`config.mk`:
```
export PLATFORM = sky130hd
export DESIGN_NAME = lane_aligner
export DESIGN_NICKNAME = d
export VERILOG_FILES = /design/src/rtl/csi2_rx_pkg.sv /design/src/rtl/lane_deskew_tap.sv /design/src/rtl/lane_aligner.sv
export SDC_FILE = /design/constraint.sdc
export NUM_CORES = 1
export LEC_CHECK = 0
export CAP_MARGIN = 0
export CORE_UTILIZATION = 45
export CTS_CLUSTER_DIAMETER = 30
export DETAILED_ROUTE_END_ITERATION = 10
export MAX_ROUTING_LAYER = met4
export PLACE_DENSITY = 0.65
export SLEW_MARGIN = 15
export SYNTH_ARGS = -nofsm -noshare
export SYNTH_HDL_FRONTEND = slang
export SYNTH_SLANG_ARGS = --single-unit
```
`constraint.sdc`:
```
create_clock -name clk_byte_fr_i -period 3.8 [get_ports clk_byte_fr_i]
set_clock_uncertainty 0.1 [all_clocks]
set_input_delay 0.76 -clock clk_byte_fr_i [delete_from_list [all_inputs] [get_ports clk_byte_fr_i]]
set_output_delay 0.76 -clock clk_byte_fr_i [all_outputs]
set_load 0.02 [all_outputs]
```
`src/rtl/csi2_rx_pkg.sv`:
```
// csi2_rx_pkg: shared encodings for the CSI-2
// byte-clock receive path.
package csi2_rx_pkg;

  typedef enum logic [1:0] {
    ST_IDLE    = 2'd0,
    ST_HUNT    = 2'd1,
    ST_ALIGNED = 2'd2,
    ST_ERROR   = 2'd3
  } align_state_e;

  localparam logic [7:0] HS_SYNC_BYTE = 8'hB8;
  localparam int         MAX_LANE     = 4;

endpackage

```
`src/rtl/lane_deskew_tap.sv`:
```
// lane_deskew_tap: per-lane byte delay line, sync
// detect on the newest tap, and skew tap mux.
module lane_deskew_tap
  import csi2_rx_pkg::*;
#(
  parameter int         DEPTH = 4,
  parameter logic [7:0] SYNC  = HS_SYNC_BYTE,
  parameter int         SW    = $clog2(DEPTH)
) (
  input  logic          clk_i,
  input  logic          rst_ni,
  input  logic          clr_i,
  input  logic [7:0]    bd_i,
  input  logic [SW-1:0] sel_i,
  output logic          det_o,
  output logic [7:0]    tap_o
);

  logic [7:0] tap_q [DEPTH];

  always_ff @(posedge clk_i or negedge rst_ni) begin
    if (!rst_ni) begin
      for (int k = 0; k < DEPTH; k++)
        tap_q[k] <= '0;
    end else if (clr_i) begin
      for (int k = 0; k < DEPTH; k++)
        tap_q[k] <= '0;
    end else begin
      tap_q[0] <= bd_i;
      for (int k = 1; k < DEPTH; k++)
        tap_q[k] <= tap_q[k-1];
    end
  end

  assign det_o = (tap_q[0] == SYNC);
  assign tap_o = tap_q[sel_i];

endmodule

```
`src/rtl/lane_aligner.sv`:
```
// lane_aligner: hunts the HS sync byte on every
// active lane and deskews the lanes onto one cycle.
module lane_aligner
  import csi2_rx_pkg::*;
#(
  parameter int         NUM_LANE   = 4,
  parameter int         SKEW_DEPTH = 4,
  parameter logic [7:0] SYNC_BYTE  = HS_SYNC_BYTE
) (
  input  logic       clk_byte_fr_i,
  input  logic       reset_byte_fr_n_i,
  input  logic       hs_en_i,
  input  logic [7:0] bd0_i,
  input  logic [7:0] bd1_i,
  input  logic [7:0] bd2_i,
  input  logic [7:0] bd3_i,
  output logic [7:0] bd0_o,
  output logic [7:0] bd1_o,
  output logic [7:0] bd2_o,
  output logic [7:0] bd3_o,
  output logic       hs_sync_o,
  output logic       hs_valid_o,
  output logic       sync_err_o,
  output logic [1:0] state_o
);

  localparam int CW = $clog2(SKEW_DEPTH + 1);
  localparam int TW = $clog2(SKEW_DEPTH);
  localparam logic [3:0] ACT =
    4'((1 << NUM_LANE) - 1);

  align_state_e   state_q;
  logic [3:0]     det, new_arr;
  logic [3:0]     arr_q, arr_d;
  logic [CW-1:0]  cnt_q, cnt;
  logic [CW-1:0]  a_q [MAX_LANE];
  logic [CW-1:0]  a_d [MAX_LANE];
  logic [TW-1:0]  sel_q [MAX_LANE];
  logic [7:0]     din [MAX_LANE];
  logic [7:0]     tap [MAX_LANE];
  logic [7:0]     bd_q [MAX_LANE];
  logic           started_q, start_now, all_arr;
  logic           sync_q, valid_q, err_q;

  assign din[0] = bd0_i;
  assign din[1] = bd1_i;
  assign din[2] = bd2_i;
  assign din[3] = bd3_i;

  for (genvar g = 0; g < MAX_LANE; g++) begin : g_lane
    if (g < NUM_LANE) begin : g_on
      lane_deskew_tap #(
        .DEPTH (SKEW_DEPTH),
        .SYNC  (SYNC_BYTE),
        .SW    (TW)
      ) u_tap (
        .clk_i  (clk_byte_fr_i),
        .rst_ni (reset_byte_fr_n_i),
        .clr_i  (!hs_en_i),
        .bd_i   (din[g]),
        .sel_i  (sel_q[g]),
        .det_o  (det[g]),
        .tap_o  (tap[g])
      );
    end else begin : g_off
      assign det[g] = 1'b0;
      assign tap[g] = '0;
    end
  end

  // Arrivals are monotonic, so the newest arrival
  // always carries the largest count: A == cnt.
  always_comb begin
    cnt       = started_q ? cnt_q : '0;
    new_arr   = det & ~arr_q & ACT;
    arr_d     = arr_q | new_arr;
    all_arr   = &(arr_d | ~ACT);
    start_now = started_q | (|new_arr);
    for (int i = 0; i < MAX_LANE; i++)
      a_d[i] = new_arr[i] ? cnt : a_q[i];
  end

  always_ff @(posedge clk_byte_fr_i or
              negedge reset_byte_fr_n_i) begin
    if (!reset_byte_fr_n_i) begin
      state_q   <= ST_IDLE;
      arr_q     <= '0;
      cnt_q     <= '0;
      started_q <= 1'b0;
      sync_q    <= 1'b0;
      valid_q   <= 1'b0;
      err_q     <= 1'b0;
      for (int i = 0; i < MAX_LANE; i++) begin
        a_q[i]   <= '0;
        sel_q[i] <= '0;
        bd_q[i]  <= '0;
      end
    end else begin
      sync_q  <= 1'b0;
      valid_q <= 1'b0;
      err_q   <= 1'b0;
      for (int i = 0; i < MAX_LANE; i++)
        bd_q[i] <= '0;
      if (!hs_en_i) begin
        state_q   <= ST_IDLE;
        arr_q     <= '0;
        cnt_q     <= '0;
        started_q <= 1'b0;
        for (int i = 0; i < MAX_LANE; i++) begin
          a_q[i]   <= '0;
          sel_q[i] <= '0;
        end
      end else begin
        unique case (state_q)
          ST_IDLE: state_q <= ST_HUNT;
          ST_HUNT: begin
            arr_q     <= arr_d;
            started_q <= start_now;
            cnt_q     <= start_now ? cnt + 1'b1 : '0;
            for (int i = 0; i < MAX_LANE; i++)
              a_q[i] <= a_d[i];
            if (start_now && all_arr) begin
              state_q <= ST_ALIGNED;
              sync_q  <= 1'b1;
              for (int i = 0; i < MAX_LANE; i++) begin
                sel_q[i] <= TW'(cnt - a_d[i]);
                bd_q[i]  <= ACT[i] ? SYNC_BYTE : 8'h00;
              end
            end else if (start_now &&
                         cnt == CW'(SKEW_DEPTH - 1)) begin
              state_q <= ST_ERROR;
              err_q   <= 1'b1;
            end
          end
          ST_ALIGNED: begin
            valid_q <= 1'b1;
            for (int i = 0; i < MAX_LANE; i++)
              bd_q[i] <= tap[i];
          end
          ST_ERROR: state_q <= ST_ERROR;
        endcase
      end
    end
  end

  assign bd0_o      = bd_q[0];
  assign bd1_o      = bd_q[1];
  assign bd2_o      = bd_q[2];
  assign bd3_o      = bd_q[3];
  assign hs_sync_o  = sync_q;
  assign hs_valid_o = valid_q;
  assign sync_err_o = err_q;
  assign state_o    = state_q;

endmodule
```
==> impl_metrics.yaml <==
drt:
  vias_per_cell: 5.18
  drt_wl_total_mm: 14.3
  vias: 4393
  drtIter0Drc: 241
  drcViolationCount: 0
  drt-pass1-iter-count: 4
  avgRoutedWirePerCell_um: 16.9
  ant_nets: 0
clock_network:
  cts.clk_slew.worst_paths_ns: 0.06
  cts_htree_levels: 4
  clock_path_buffers: 2
  cts-hold-fix-buffers: 0
  cts.sinks: 189
  tritoncts: "yes"
  ctsRootBufferMaster: "clkbuf_16"
  cts_setup_buffers: 0
  post_cts_resized: 0
  clk_latency_ns: 0.44
  numCtsBuffers: 17
floorplanning:
  fp-row-count: 46
  start_util: 0.468
  die_y_um: 131
  fp.dieArea_sq_mm: 0.0173
  ioPinCount: 72
  core_area_sq_mm: 0.0161
  die_width_um: 131
cells_and_area:
  final_cells: 848
  antenna_cells: 0
  fin_nets: 664
  drive_gt1_frac: 0.134
  regArea_sq_mm: 0.00473
  nFillCells: 1318
  fin_area_sq_mm: 0.00913
  synthToLayoutAreaGrowth_pct: 20.9
  multi_input_area_sq_mm: 0.00264
timing:
  setup_tns_ns: 0
  fin_crit_ns: 2.83
  rsz0062_at_grt: "false"
  period_share: 0.745
  slew_headroom: 0.365
  tightest_slew_ns: 0.948
  hold_viol: 0
  fmax_mhz: 353
  setup_viol: 0
  fin_ws_ns: 0.969
  slew_viol_final: 0
grt:
  overflow: 0
  antenna_found_initial: 0
  grt_pass1_wl_mm: 24.4
  grt_max_degree: 79
  grt_pass1_vias: 4642
  grt_usage: 0.189
logic_synthesis:
  ys_warn_count: 0
  synthTopCellsByArea: "dfrtp_1 (63%), and2_1 (11%), mux4_2 (9.3%)"
  ys_ff_latch: 189
  synth-seq-area-share: 0.627
  syn_nets: 603
  syn_inst: 558
  synth_most_common_cell: "dfrtp_1"
  yosysTopAreaCell: "dfrtp_1"
  syn_avg_cell_area_sq_um: 13.5
  synth.distinct_cells: 39
  synth_common_cells: "dfrtp_1 (189), and2_1 (131), mux4_2 (31), clkbuf_1 (29), nand2_1 (26)"
  synthesis.area_sq_mm: 0.00755
  ys_dominant_reg_cell: "dfrtp_1"
  synth_edf_count: 0
  async_flop_share: 1.00
  synth_top_area_share: 0.627
critical_path:
  end_kind: "flip-flop"
  required_ns: 3.95
  rr_startpoint: "g_lane[1].g_on.u_tap.tap_q[28]$_DFF_PN0_"
  r2r_slack_ns: 0.97
  critPathMaxFanout: 34
  crit_arrival_ns: 2.98
  r2r_cells: 5
  timing.rr.end: "bd1_o[7]$_DFF_PN0_"
  critPathKind: "flip-flop to flip-flop"
  critPathLaunchType: "flip-flop"
pwr:
  power_leakage_nw: 4.10
  worst_ir_drop_vdd_mv: 0.415
  cellPowerDensity_mw_per_mm2: 506
placement:
  hpwl_mm: 8.92
  post-place-cells: 816
  gp_congestion: 0.782
  placed_cell_area_sq_mm: 0.00845
  dp_slack_ns: 0.998
  port_buffers: 71
status:
  status: "finished, final reports clean"
worst_hold_path:
  worstHoldPathType: "input port to asynchronous set/reset pin"
flow_run:
  drv_cap: 0
-- routing by layer --
metal,up-vias,share of wire,global-route usage
li1,2000,-,-
met1,2278,0.47,0.255
met2,92,0.47,0.272
met3,23,0.044,0.0513
met4,0,0.017,0.0717
met5,-,0,-
-- critical path: stages, from the launching register on --
cell and delay, ns:
dfrtp_1 0.40, and4b_1 0.23, and3b_1 0.25, or4_1 0.65, o211ai_4 0.80, a21oi_1 0.21
-- power by group --
group | internal (mW) | total, mW | switching, mW
registers | 2.08 | 2.14 | 0.0584
logic | 0.189 | 0.463 | 0.274
clock network | 1.25 | 2.02 | 0.766
total | 3.52 | 4.62 | 1.10
-- cell usage in the layout (no fill, tap or decap), types with 2 or more instances in the layout --
| cell type | instances |
|---|---|
| dfrtp_1 | 189 |
| and2_1 | 131 |
| clkdlybuf4s50_1 | 69 |
| mux4_2 | 31 |
| nand2_1 | 26 |
| a21oi_1 | 21 |
| nor2_1 | 20 |
| clkbuf_16 | 17 |
| nor2b_1 | 16 |
| ha_1 | 10 |
| nand3_1 | 9 |
| mux2i_1 | 9 |
| xnor2_1 | 8 |
| inv_1 | 7 |
| o31ai_1 | 7 |
| buf_4 | 7 |
| bufinv_16 | 6 |
| mux2_2 | 4 |
| nor4b_1 | 3 |
| and4b_1 | 3 |
| and3b_1 | 3 |
| nor3_1 | 3 |
| a31oi_1 | 3 |
| clkinvlp_4 | 3 |
| o21ai_0 | 2 |
| o22ai_1 | 2 |
| clkinv_4 | 2 |
| clkinv_2 | 2 |
-- registers in the layout, indices dropped and copies added, names as in the netlist --
register,cells
bd3_o,8
state_o,2
cnt_q,3
arr_q,4
g_lane.g_on.u_tap.tap_q,128
hs_sync_o,1
started_q,1
sync_err_o,1
a_q,8
hs_valid_o,1
bd1_o,8
sel_q,8
bd2_o,8
bd0_o,8
-- metrics by stage --
| step | power, mW | hold slack [ns] | utilization |
|---|---|---|---|
| 3_5_place_dp | 2.64 | 0.367 | 0.524 |
| 4_1_cts | 4.67 | 0.116 | 0.566 |
| 5_1_grt | 4.80 | 0.136 | 0.566 |
| 2_1_floorplan | 2.43 | 0.348 | - |
| 3_3_place_gp | 2.63 | 0.357 | 0.524 |
| 6_report | 4.62 | 0.118 | 0.566 |
-- kinds of logic (layout without fill, tap and decap cells) --
family / count (synthesis) / count (layout) / share of synthesized area
simple gates: 221 / 221 / 0.172
flops: 189 / 189 / 0.627
mux: 45 / 45 / 0.114
buf+inv: 44 / 118 / 0.0232
compound gates: 41 / 41 / 0.0386
fa+ha+maj: 10 / 10 / 0.0166
xor+xnor: 8 / 8 / 0.00929
-- worst max-delay path by stage --
| stage | from | end | slack [ns] | cells past startpoint |
|---|---|---|---|---|
| finish | g_lane[1].g_on.u_tap.tap_q[28]$_DFF_PN0_ | bd1_o[7]$_DFF_PN0_ | 0.97 | 5 |
| global placement | g_lane[0].g_on.u_tap.tap_q[31]$_DFF_PN0_ | bd3_o[3]$_DFF_PN0_ | 1.09 | 5 |
| floorplan | g_lane[3].g_on.u_tap.tap_q[24]$_DFF_PN0_ | sel_q[2]$_DFFE_PN0P_ | 1.49 | 7 |
| global route | g_lane[0].g_on.u_tap.tap_q[31]$_DFF_PN0_ | sel_q[0]$_DFFE_PN0P_ | 0.77 | 6 |
| detailed placement | g_lane[0].g_on.u_tap.tap_q[31]$_DFF_PN0_ | state_o[0]$_DFFE_PN0P_ | 1.0 | 5 |
| CTS | g_lane[0].g_on.u_tap.tap_q[31]$_DFF_PN0_ | bd1_o[7]$_DFF_PN0_ | 0.97 | 5 |
-- layout make-up --
| cell class | instances | share of cell area |
|---|---|---|
| well taps | 216 | 0.0296 |
| flip-flops and latches | 189 | 0.518 |
| multi-input cells | 325 | 0.289 |
| repair buffers | 79 | 0.0854 |
| clock buffers | 18 | 0.0481 |
| clock inverters | 14 | 0.0262 |
| inverters | 7 | 0.00288 |
(Power assumes the default switching activity.)
